<file path="src/rtl/fetch_stage_pkg.sv">
// Shared processor package for the instruction fetch stage.
// Holds the fetch FSM state encoding, the instruction size in bytes and the
// default first fetch address after reset.
package fetch_stage_pkg;

  // Fetch FSM states:
  //   ST_REQ  - presenting a request to instruction memory
  //   ST_WAIT - one request accepted, waiting for its response word
  //   ST_HOLD - a valid instruction is held for the decode stage
  typedef enum logic [1:0] {
    ST_REQ  = 2'd0,
    ST_WAIT = 2'd1,
    ST_HOLD = 2'd2
  } fetch_state_e;

  // Every instruction is one 32-bit word.
  localparam logic [63:0] INSTR_BYTES = 64'd4;

  // First fetch address after reset when the top-level parameter is not overridden.
  localparam logic [63:0] DEFAULT_RESET_PC = 64'h0;

  // Force an address onto a word boundary.
  function automatic logic [63:0] word_align(input logic [63:0] addr);
    return addr & ~64'h3;
  endfunction

endpackage

</file>
<file path="src/rtl/fetch_stage_if.sv">
// Instruction memory bus between the fetch stage and instruction memory.
// Signals:
//   imem_req_valid  fetch request to instruction memory (fetch -> mem)
//   imem_req_ready  memory accepts the request this cycle (mem -> fetch)
//   imem_addr       64-bit word-aligned fetch byte address (fetch -> mem)
//   imem_rsp_valid  instruction word returned this cycle (mem -> fetch)
//   imem_rsp_data   returned 32-bit instruction word (mem -> fetch)
// Modports: master = fetch stage side, slave = memory side.
interface fetch_stage_if;

  logic        imem_req_valid;
  logic        imem_req_ready;
  logic [63:0] imem_addr;
  logic        imem_rsp_valid;
  logic [31:0] imem_rsp_data;

  modport master (
    output imem_req_valid,
    output imem_addr,
    input  imem_req_ready,
    input  imem_rsp_valid,
    input  imem_rsp_data
  );

  modport slave (
    input  imem_req_valid,
    input  imem_addr,
    output imem_req_ready,
    output imem_rsp_valid,
    output imem_rsp_data
  );

endinterface

</file>
<file path="src/rtl/fetch_stage_if_id_reg.sv">
// Fetch-to-decode pipeline register (if_id_reg).
// Holds one instruction and its address for the decode/immediate-generation
// stage. load captures a new word and raises valid, clear drops valid, and
// otherwise the contents hold so decode sees a stable instruction.
// Ports:
//   clk, rst_n          clock and synchronous active-low reset
//   load                capture instr_in/pc_in and set valid
//   clear               drop valid (consumed or flushed)
//   instr_in, pc_in     word and address to capture
//   valid, instr, pc    registered outputs toward decode
module if_id_reg (
  input  logic        clk,
  input  logic        rst_n,
  input  logic        load,
  input  logic        clear,
  input  logic [31:0] instr_in,
  input  logic [63:0] pc_in,
  output logic        valid,
  output logic [31:0] instr,
  output logic [63:0] pc
);

  logic        valid_reg;
  logic [31:0] instr_reg;
  logic [63:0] pc_reg;

  always_ff @(posedge clk) begin
    if (!rst_n) begin
      valid_reg <= 1'b0;
      instr_reg <= 32'h0;
      pc_reg    <= 64'h0;
    end else if (load) begin
      valid_reg <= 1'b1;
      instr_reg <= instr_in;
      pc_reg    <= pc_in;
    end else if (clear) begin
      // Data is left in place; only the valid flag matters once cleared.
      valid_reg <= 1'b0;
    end
  end

  assign valid = valid_reg;
  assign instr = instr_reg;
  assign pc    = pc_reg;

endmodule

</file>
<file path="src/rtl/fetch_stage.sv">
// Instruction fetch stage.
// Issues one word fetch at a time to instruction memory, hands the returned
// word to decode through if_id_reg, and follows taken branch/jump redirects.
// A redirect that arrives while a request is outstanding marks that response
// for discard (drop flag) so the stale word never reaches decode.
// Ports:
//   clk, rst_n        clock and synchronous active-low reset
//   imem              instruction memory bus (master side)
//   redirect_valid    taken branch/jump: flush and refetch at redirect_pc
//   redirect_pc       new fetch address, bits [1:0] ignored
//   id_ready          decode accepts the held instruction
//   id_valid          id_instr/id_pc hold a valid instruction
//   id_instr, id_pc   instruction and its address for decode
module fetch_stage
  import fetch_stage_pkg::*;
#(
  parameter logic [63:0] RESET_PC = DEFAULT_RESET_PC
) (
  input  logic                 clk,
  input  logic                 rst_n,
  fetch_stage_if.master        imem,
  input  logic                 redirect_valid,
  input  logic [63:0]          redirect_pc,
  input  logic                 id_ready,
  output logic                 id_valid,
  output logic [31:0]          id_instr,
  output logic [63:0]          id_pc
);

  fetch_state_e state_reg;
  logic [63:0]  pc_reg;
  logic         drop_reg;
  logic         req_valid_reg;

  logic [63:0]  redirect_target;
  logic [63:0]  pc_plus4;
  logic         rsp_good;
  logic         id_load;
  logic         id_clear;

  assign redirect_target = word_align(redirect_pc);
  // Plain 64-bit add: wraps from the last word of the address space to 0.
  assign pc_plus4        = pc_reg + INSTR_BYTES;

  // A response is only delivered when no redirect has invalidated it,
  // either earlier (drop_reg) or in this same cycle.
  assign rsp_good = (state_reg == ST_WAIT) && imem.imem_rsp_valid
                    && !drop_reg && !redirect_valid;
  assign id_load  = rsp_good;
  assign id_clear = (state_reg == ST_HOLD) && (redirect_valid || id_ready);

  always_ff @(posedge clk) begin
    if (!rst_n) begin
      state_reg     <= ST_REQ;
      pc_reg        <= word_align(RESET_PC);
      drop_reg      <= 1'b0;
      req_valid_reg <= 1'b1;
    end else begin
      case (state_reg)
        ST_REQ: begin
          if (imem.imem_req_ready) begin
            // Handshake done; a same-cycle redirect makes the accepted
            // request stale, so its response will be dropped.
            state_reg     <= ST_WAIT;
            req_valid_reg <= 1'b0;
            drop_reg      <= redirect_valid;
            if (redirect_valid) begin
              pc_reg <= redirect_target;
            end
          end else if (redirect_valid) begin
            // Nothing accepted yet, so simply retarget the pending request.
            pc_reg <= redirect_target;
          end
        end

        ST_WAIT: begin
          if (imem.imem_rsp_valid) begin
            drop_reg <= 1'b0;
            if (drop_reg || redirect_valid) begin
              state_reg     <= ST_REQ;
              req_valid_reg <= 1'b1;
              if (redirect_valid) begin
                pc_reg <= redirect_target;
              end
            end else begin
              state_reg     <= ST_HOLD;
              req_valid_reg <= 1'b0;
              pc_reg        <= pc_plus4;
            end
          end else if (redirect_valid) begin
            pc_reg   <= redirect_target;
            drop_reg <= 1'b1;
          end
        end

        ST_HOLD: begin
          // Redirect wins over id_ready; both release the held word.
          if (redirect_valid) begin
            pc_reg        <= redirect_target;
            state_reg     <= ST_REQ;
            req_valid_reg <= 1'b1;
          end else if (id_ready) begin
            state_reg     <= ST_REQ;
            req_valid_reg <= 1'b1;
          end
        end

        default: begin
          state_reg     <= ST_REQ;
          req_valid_reg <= 1'b1;
          drop_reg      <= 1'b0;
        end
      endcase
    end
  end

  assign imem.imem_req_valid = req_valid_reg;
  assign imem.imem_addr      = pc_reg;

  // pc_reg still holds the address of the word being returned in ST_WAIT.
  if_id_reg u_if_id_reg (
    .clk      (clk),
    .rst_n    (rst_n),
    .load     (id_load),
    .clear    (id_clear),
    .instr_in (imem.imem_rsp_data),
    .pc_in    (pc_reg),
    .valid    (id_valid),
    .instr    (id_instr),
    .pc       (id_pc)
  );

endmodule

</file>
<file path="src/flat_wrapper.sv">
// flat-port wrapper written by rule: the top's interface ports become plain ports
module fetch_stage_flat import fetch_stage_pkg::*;
#(
  parameter logic [63:0] RESET_PC = DEFAULT_RESET_PC
)
  (clk, rst_n, redirect_valid, redirect_pc, id_ready, id_valid, id_instr, id_pc, imem_imem_req_valid, imem_imem_addr, imem_imem_req_ready, imem_imem_rsp_valid, imem_imem_rsp_data);
  fetch_stage_if imem_i ();
  input  logic clk;
  input  logic rst_n;
  input  logic redirect_valid;
  input  logic [63:0] redirect_pc;
  input  logic id_ready;
  output logic id_valid;
  output logic [31:0] id_instr;
  output logic [63:0] id_pc;
  output wire logic [$bits(imem_i.imem_req_valid)-1:0] imem_imem_req_valid;
  output wire logic [$bits(imem_i.imem_addr)-1:0] imem_imem_addr;
  input wire logic [$bits(imem_i.imem_req_ready)-1:0] imem_imem_req_ready;
  input wire logic [$bits(imem_i.imem_rsp_valid)-1:0] imem_imem_rsp_valid;
  input wire logic [$bits(imem_i.imem_rsp_data)-1:0] imem_imem_rsp_data;
  assign imem_imem_req_valid = imem_i.imem_req_valid;
  assign imem_imem_addr = imem_i.imem_addr;
  assign imem_i.imem_req_ready = imem_imem_req_ready;
  assign imem_i.imem_rsp_valid = imem_imem_rsp_valid;
  assign imem_i.imem_rsp_data = imem_imem_rsp_data;
  fetch_stage #(.RESET_PC(RESET_PC)) u_core (.clk(clk), .rst_n(rst_n), .imem(imem_i), .redirect_valid(redirect_valid), .redirect_pc(redirect_pc), .id_ready(id_ready), .id_valid(id_valid), .id_instr(id_instr), .id_pc(id_pc));
endmodule
</file>
<file path="config.mk">
export PLATFORM = sky130hd
export DESIGN_NAME = fetch_stage_flat
export DESIGN_NICKNAME = d
export VERILOG_FILES = /design/src/rtl/fetch_stage_pkg.sv /design/src/rtl/fetch_stage_if.sv /design/src/rtl/fetch_stage_if_id_reg.sv /design/src/rtl/fetch_stage.sv /design/src/flat_wrapper.sv
export SDC_FILE = /design/constraint.sdc
export NUM_CORES = 1
export LEC_CHECK = 0
export ABC_AREA = 1
export BUFFER_PORTS_ARGS = -buffer_cell sky130_fd_sc_hd__buf_2
export CAP_MARGIN = 10
export CORE_ASPECT_RATIO = 1.5
export CORE_MARGIN = 2
export CORE_UTILIZATION = 46
export CTS_BUF_LIST = sky130_fd_sc_hd__clkbuf_2 sky130_fd_sc_hd__clkbuf_4 sky130_fd_sc_hd__clkbuf_8
export DETAILED_ROUTE_END_ITERATION = 8
export PLACE_DENSITY = 0.72
export SLEW_MARGIN = 10
export SYNTH_ARGS = -nofsm -noshare
export SYNTH_HDL_FRONTEND = slang
export SYNTH_SLANG_ARGS = --single-unit
</file>
<file path="constraint.sdc">
create_clock -name clk -period 2.8 [get_ports clk]
set_input_delay 0.56 -clock clk [delete_from_list [all_inputs] [get_ports clk]]
set_output_delay 0.56 -clock clk [all_outputs]
set_load 0.01 [all_outputs]
</file>
==> results.cfg, run 1 <==
[floorplanning]
die-area_sq_mm = 0.0217
die_y_um = 180
num_rows = 64
initial_core_util = 0.466
ios = 264
core_sq_mm = 0.0203
die_x_um = 121

[synthesis]
synthesis.nets = 1584
synthArstFlopShare = 0
synth_top_flop_cell = dfxtp_1
synthTopCellsByArea = dfxtp_1 (35%), nand2_1 (17%), a21oi_1 (10%)
synth_cell_type_count = 39
seq_area_frac_synth = 0.350
yosysWarnings = 0
syn_area_per_cell_sq_um = 6.38
synth-edff-count = 0
ys_ff_latch = 165
syn_inst = 1481
yosys.area.top_type = dfxtp_1
synth_commonest_cells = nand2_1 (434), a21oi_1 (190), dfxtp_1 (165), nand3_1 (137), o21ai_0 (115)
synthDominantCellAreaShare = 0.350
synth_most_common_cell = nand2_1
syn-cell-area_sq_mm = 0.00945

[detailed_routing]
drcViolationCount = 0
firstDrtPassIters = 5
route.vias.total = 10700
drt.antenna.violating_nets = 0
wirelength_mm = 32.2
viasPerCell = 5.39
wl_per_cell_um = 16.3
drt_iter0_markers = 830

[cts]
root_buffer = clkbuf_8
postCtsSetupBuffers = 0
cts_buffers = 17
clock_latency_ns = 0.47
cts_tree = built
clk_pin_slew_ns = 0.09
postCtsResizedCells = 0
htreeDepth = 4
ctsHoldBuffers = 0
clk_path_buf_depth = 2
clock-sinks = 165

[final_layout]
nets = 1800
drive_above_1_share = 0.235
final_util = 0.566
nFillCells = 2041
multiInputGateArea_sq_mm = 0.00542
syn_to_final_growth_pct = 21.4
instances_no_fill = 1975
seqCellArea_sq_mm = 0.00330

[setup_path]
r2r_end = u_core.imem.imem_addr[60]
cp_max_fo = 6
cp-end-kind = flop
r2r-start = u_core.imem.imem_addr[3]
critPathKind = reg2reg
crit_path_end = u_core.imem.imem_addr[60]
worst_setup_path_start_kind = flop
reg2reg_depth = 11
startpoint = u_core.imem.imem_addr[3]
crit_arrival_ns = 2.48
r2r_slack_ns = 0.72
worstPathRequired_ns = 3.20

[power_and_ir_drop]
p_leak_nw = 4.80
peakVddDrop_uv = 318
power.density_mw_per_mm2 = 471
power_frac_comb = 0.151
p_sw_mw = 1.57
switching_share = 0.291
clockPowerShare = 0.371
intPower_mw = 3.83
finalPower_mw = 5.40
pwr-share-seq = 0.478

[sta]
hold_ws_ns = 0.346
rsz0062_at_grt = no
setup_violations = 0
fin_crit_sh = 0.744
tns_ns = 0
fin_skew_ns = 0.0108
slew_violations = 0
timing.slew.headroom = 0.502
max_freq_ghz = 0.480
timing.final.hold_violations = 0
worstMarginPinSlew_ns = 0.746
finalCriticalPeriod_ns = 2.08

[place]
port_buffers = 261
globalplace.congestion = 0.969
dp_hpwl_mm = 23.4
dp.cells = 1942

[grt]
grt_pass1_vias = 9769
grt_first_pass_wirelength_mm = 50.6
grt_use_total = 0.292
grt_overflow = 0
grt_max_degree = 115
antenna_found_initial = 1

[worst_hold_path]
hold_path.class = in2reg

[outcome]
outcome = complete, no violations

[job]
drv_cap = 0
cells by family after synthesis:
family / Yosys count / share of synthesized area
AND/OR/NAND/NOR: 764 / 0.359
AO/OA/AOI/OAI: 342 / 0.192
buffers and inverters: 187 / 0.0776
flip-flops: 165 / 0.350
XOR/XNOR: 22 / 0.0204
adder cells (fa/ha/maj): 1 / 0.00132
per-layer routing:
| metal | track usage | vias to the layer above | wire (um) |
|---|---|---|---|
| met5 | 0 | - | 0 |
| met4 | 0.143 | 0 | 1450 |
| met3 | 0.0517 | 82 | 1850 |
| met2 | 0.511 | 381 | 16400 |
| met1 | 0.339 | 4896 | 12600 |
| li1 | - | 5291 | - |
power groups by stage:
stage                     combinational [mW]  sequential, mW  clock, mW
final                                  0.814            2.58       2.01
after global placement                 0.794            2.63          0
after CTS                              0.813            2.58       2.04
after floorplan                        0.463            2.64          0
after detailed placement               0.809            2.63          0
after global routing                   0.910            2.60       2.14
layout make-up:
type / count / area share
inverters: 98 / 0.0325
clock buffers: 22 / 0.0253
flip-flops and latches: 165 / 0.288
well taps: 264 / 0.0288
multi-input cells: 1129 / 0.473
repair buffers: 286 / 0.138
clock inverters: 10 / 0.0147
diodes: 1 / 0.000218
critical path: stages, from the launching register on:
cell,delay (ns)
dfxtp_1,0.46
ha_1,0.25
nand3_2,0.16
nor2_2,0.15
nand3_1,0.19
nor2_2,0.30
nand3b_1,0.13
nand2_1,0.07
nand3_1,0.06
nand2_1,0.09
nand2_1,0.05
a21oi_1,0.12
how the worst min path moves through the flow:
stage	cells past startpoint	startpoint	slack (ns)	endpoint
floorplan	2	u_core.imem.imem_addr[0]	0.47	u_core.imem.imem_addr[0]
finish	3	imem_imem_rsp_data[14]	0.35	u_core.u_if_id_reg.instr[14]
CTS	3	imem_imem_rsp_data[4]	0.31	u_core.u_if_id_reg.instr[4]
global route	3	imem_imem_rsp_data[14]	0.32	u_core.u_if_id_reg.instr[14]
detailed placement	2	u_core.imem.imem_addr[0]	0.44	u_core.imem.imem_addr[0]
global placement	2	u_core.imem.imem_addr[0]	0.43	u_core.imem.imem_addr[0]
through the flow:
stage	worst slack [ns]	instance area, sq um
floorplan	1.03	9450
global placement	0.722	11000
detailed placement	0.659	11000
CTS	0.719	11500
global route	0.535	11500
finish	0.717	11500
placed cells by master, fill, tap and decap left out, drive strengths merged, types with 2 or more instances in the layout:
cell,instances
a21oi,196
a221oi,12
buf,286
bufinv,4
clkbuf,22
clkinv,4
clkinvlp,2
dfxtp,165
inv,98
nand2,457
nand3,138
nand4,11
nor2,139
nor3,9
o21ai,128
or2,7
xor2,22
Note: power is estimated with default switching activity, not from simulation.
==> run 2: changes to the inputs <==
clock period = 2 ns   (was 2.8 ns; I/O delays follow)
==> run 2 against run 1 <==
Net effect:
- worst hold slack lost 0.16 ns
- combinational power grew 58%
- setup slack lost 0.62 ns
- flip-flop and latch count is the same
- clock-buffer cell count shrank 3
- critical path depth grew 1
- total power grew 37%
- design area grew 3.3%
- global-route usage grew 0.55 points
==> results.cfg, run 2 (same netlist as run 1, synthesis figures left out) <==
[outcome]
outcome = complete, no violations

[sta]
timing.final.hold_violations = 0
timing.slew.headroom = 0.572
fin_skew_ns = 0.0166
fin_crit_sh = 0.950
rsz0062_at_grt = yes
setup_violations = 0
tns_ns = 0
finalCriticalPeriod_ns = 1.90
worstMarginPinSlew_ns = 0.642
max_freq_ghz = 0.526
slew_violations = 0

[grt]
grt_overflow = 0
antenna_found_initial = 2
grt_max_degree = 83
grt_first_pass_wirelength_mm = 51.5
grt_use_total = 0.298
grt_pass1_vias = 10200

[cts]
root_buffer = clkbuf_8
ctsHoldBuffers = 0
cts_buffers = 17
htreeDepth = 4
cts_tree = built
clk_pin_slew_ns = 0.09
clock_latency_ns = 0.48
clock-sinks = 165
clk_path_buf_depth = 2

[setup_path]
cp_max_fo = 6
cp-end-kind = flop
worstPathRequired_ns = 2.42
crit_arrival_ns = 2.32
critPathKind = reg2reg
worst_setup_path_start_kind = flop

[detailed_routing]
wl_met2_mm = 16.4
routed.top_layer = met4
drcViolationCount = 0
viasPerCell = 5.35
firstDrtPassIters = 7
wl_per_cell_um = 16.1
wirelength_mm = 32.7
route.vias.total = 10900
wl_met1_mm = 13.0
drt_iter0_markers = 838
met3WireLength_mm = 1.78
drt.antenna.violating_nets = 0

[final_layout]
fin_area_sq_mm = 0.0118
most-common-layout-cells = nand2_1 (433), buf_2 (261), a21oi_1 (190)
syn_to_final_growth_pct = 25.3
nets = 1853
drive_above_1_share = 0.260
layout_commonest_cell = nand2_1

[floorplanning]
die-area_sq_mm = 0.0217
initial_core_util = 0.466
die_y_um = 180
num_rows = 64
ios = 264
core_sq_mm = 0.0203
die_x_um = 121

[power_and_ir_drop]
clockPowerShare = 0.344
p_leak_nw = 5.05
peakVddDrop_uv = 530
pwr-share-seq = 0.482
power.density_mw_per_mm2 = 624
p_sw_mw = 2.28
power_frac_comb = 0.174
switching_share = 0.308
intPower_mw = 5.11

[place]
globalplace.congestion = 0.967
postPlaceCellArea_sq_mm = 0.0114
port_buffers = 261
dp_hpwl_mm = 24.0

[job]
drv_cap = 0

[worst_hold_path]
hold_path.class = in2reg
run 2: critical path, stage by stage (launching register included):
cell and delay [ns]:
dfxtp_1 0.47, nand2_1 0.14, nor2_1 0.25, nand2_1 0.12, nor2_1 0.26, nand2_1 0.15, nor2_1 0.11, nand2_1 0.05
nand2_1 0.06, nand2_1 0.04, nand2_1 0.06, nand2_1 0.06, a21oi_2 0.10
run 2: path summary, 6_finish.rpt:
path,startpoint,end,slack (ns),cells after the start
worst min-delay path,imem_imem_rsp_data[3],u_core.u_if_id_reg.instr[3],0.18,3
worst max register to register,u_core.imem.imem_addr[30],u_core.imem.imem_addr[59],0.1,12
worst max-delay path,u_core.imem.imem_addr[30],u_core.imem.imem_addr[59],0.1,12
worst min register to register,u_core.u_if_id_reg.instr[18],u_core.u_if_id_reg.instr[18],0.46,2
run 2: layout make-up:
class | instances | area [sq um]
Multi-Input combinational cell | 1129 | 5440
Antenna cell | 2 | 5.00
Timing Repair Buffer | 339 | 1990
Sequential cell | 165 | 3300
Clock inverter | 13 | 146
Clock buffer | 19 | 255
Fill cell | 2000 | 8410
Inverter | 98 | 373
Tap cell | 264 | 330
run 2: metal layers:
metal,vias to the layer above,GRT usage
li1,5410,-
met2,375,0.520
met1,4977,0.342
met5,-,0
met4,0,0.160
met3,93,0.0485
run 2: power by group through the flow:
stage                     Clock, mW  Sequential (mW)  Combinational [mW]
after floorplan                   0             3.70               0.648
after global placement            0             3.63                1.25
after detailed placement          0             3.63                1.27
after CTS                      2.58             3.56                1.28
after global routing           2.69             3.58                1.43
final                          2.54             3.56                1.29
run 2: metrics by stage:
stage                     std cells  hold WS [ns]   util  worst slack, ns  power, mW
final                          2029         0.182  0.585           0.0993       7.39
after global routing           2029         0.166  0.585          -0.0460       7.69
after CTS                      2026         0.153  0.583           0.0904       7.42
after detailed placement       1994         0.449  0.563            0.117       4.91
after global placement         1994         0.445  0.563            0.165       4.89
after floorplan                1481         0.472      -            0.229       4.35
run 2: timing repair:
action	CTS	global route
endpoints found under the setup margin	0	9
setup buffers	0	1
gates resized for setup	0	6
hold endpoints to repair	0	0
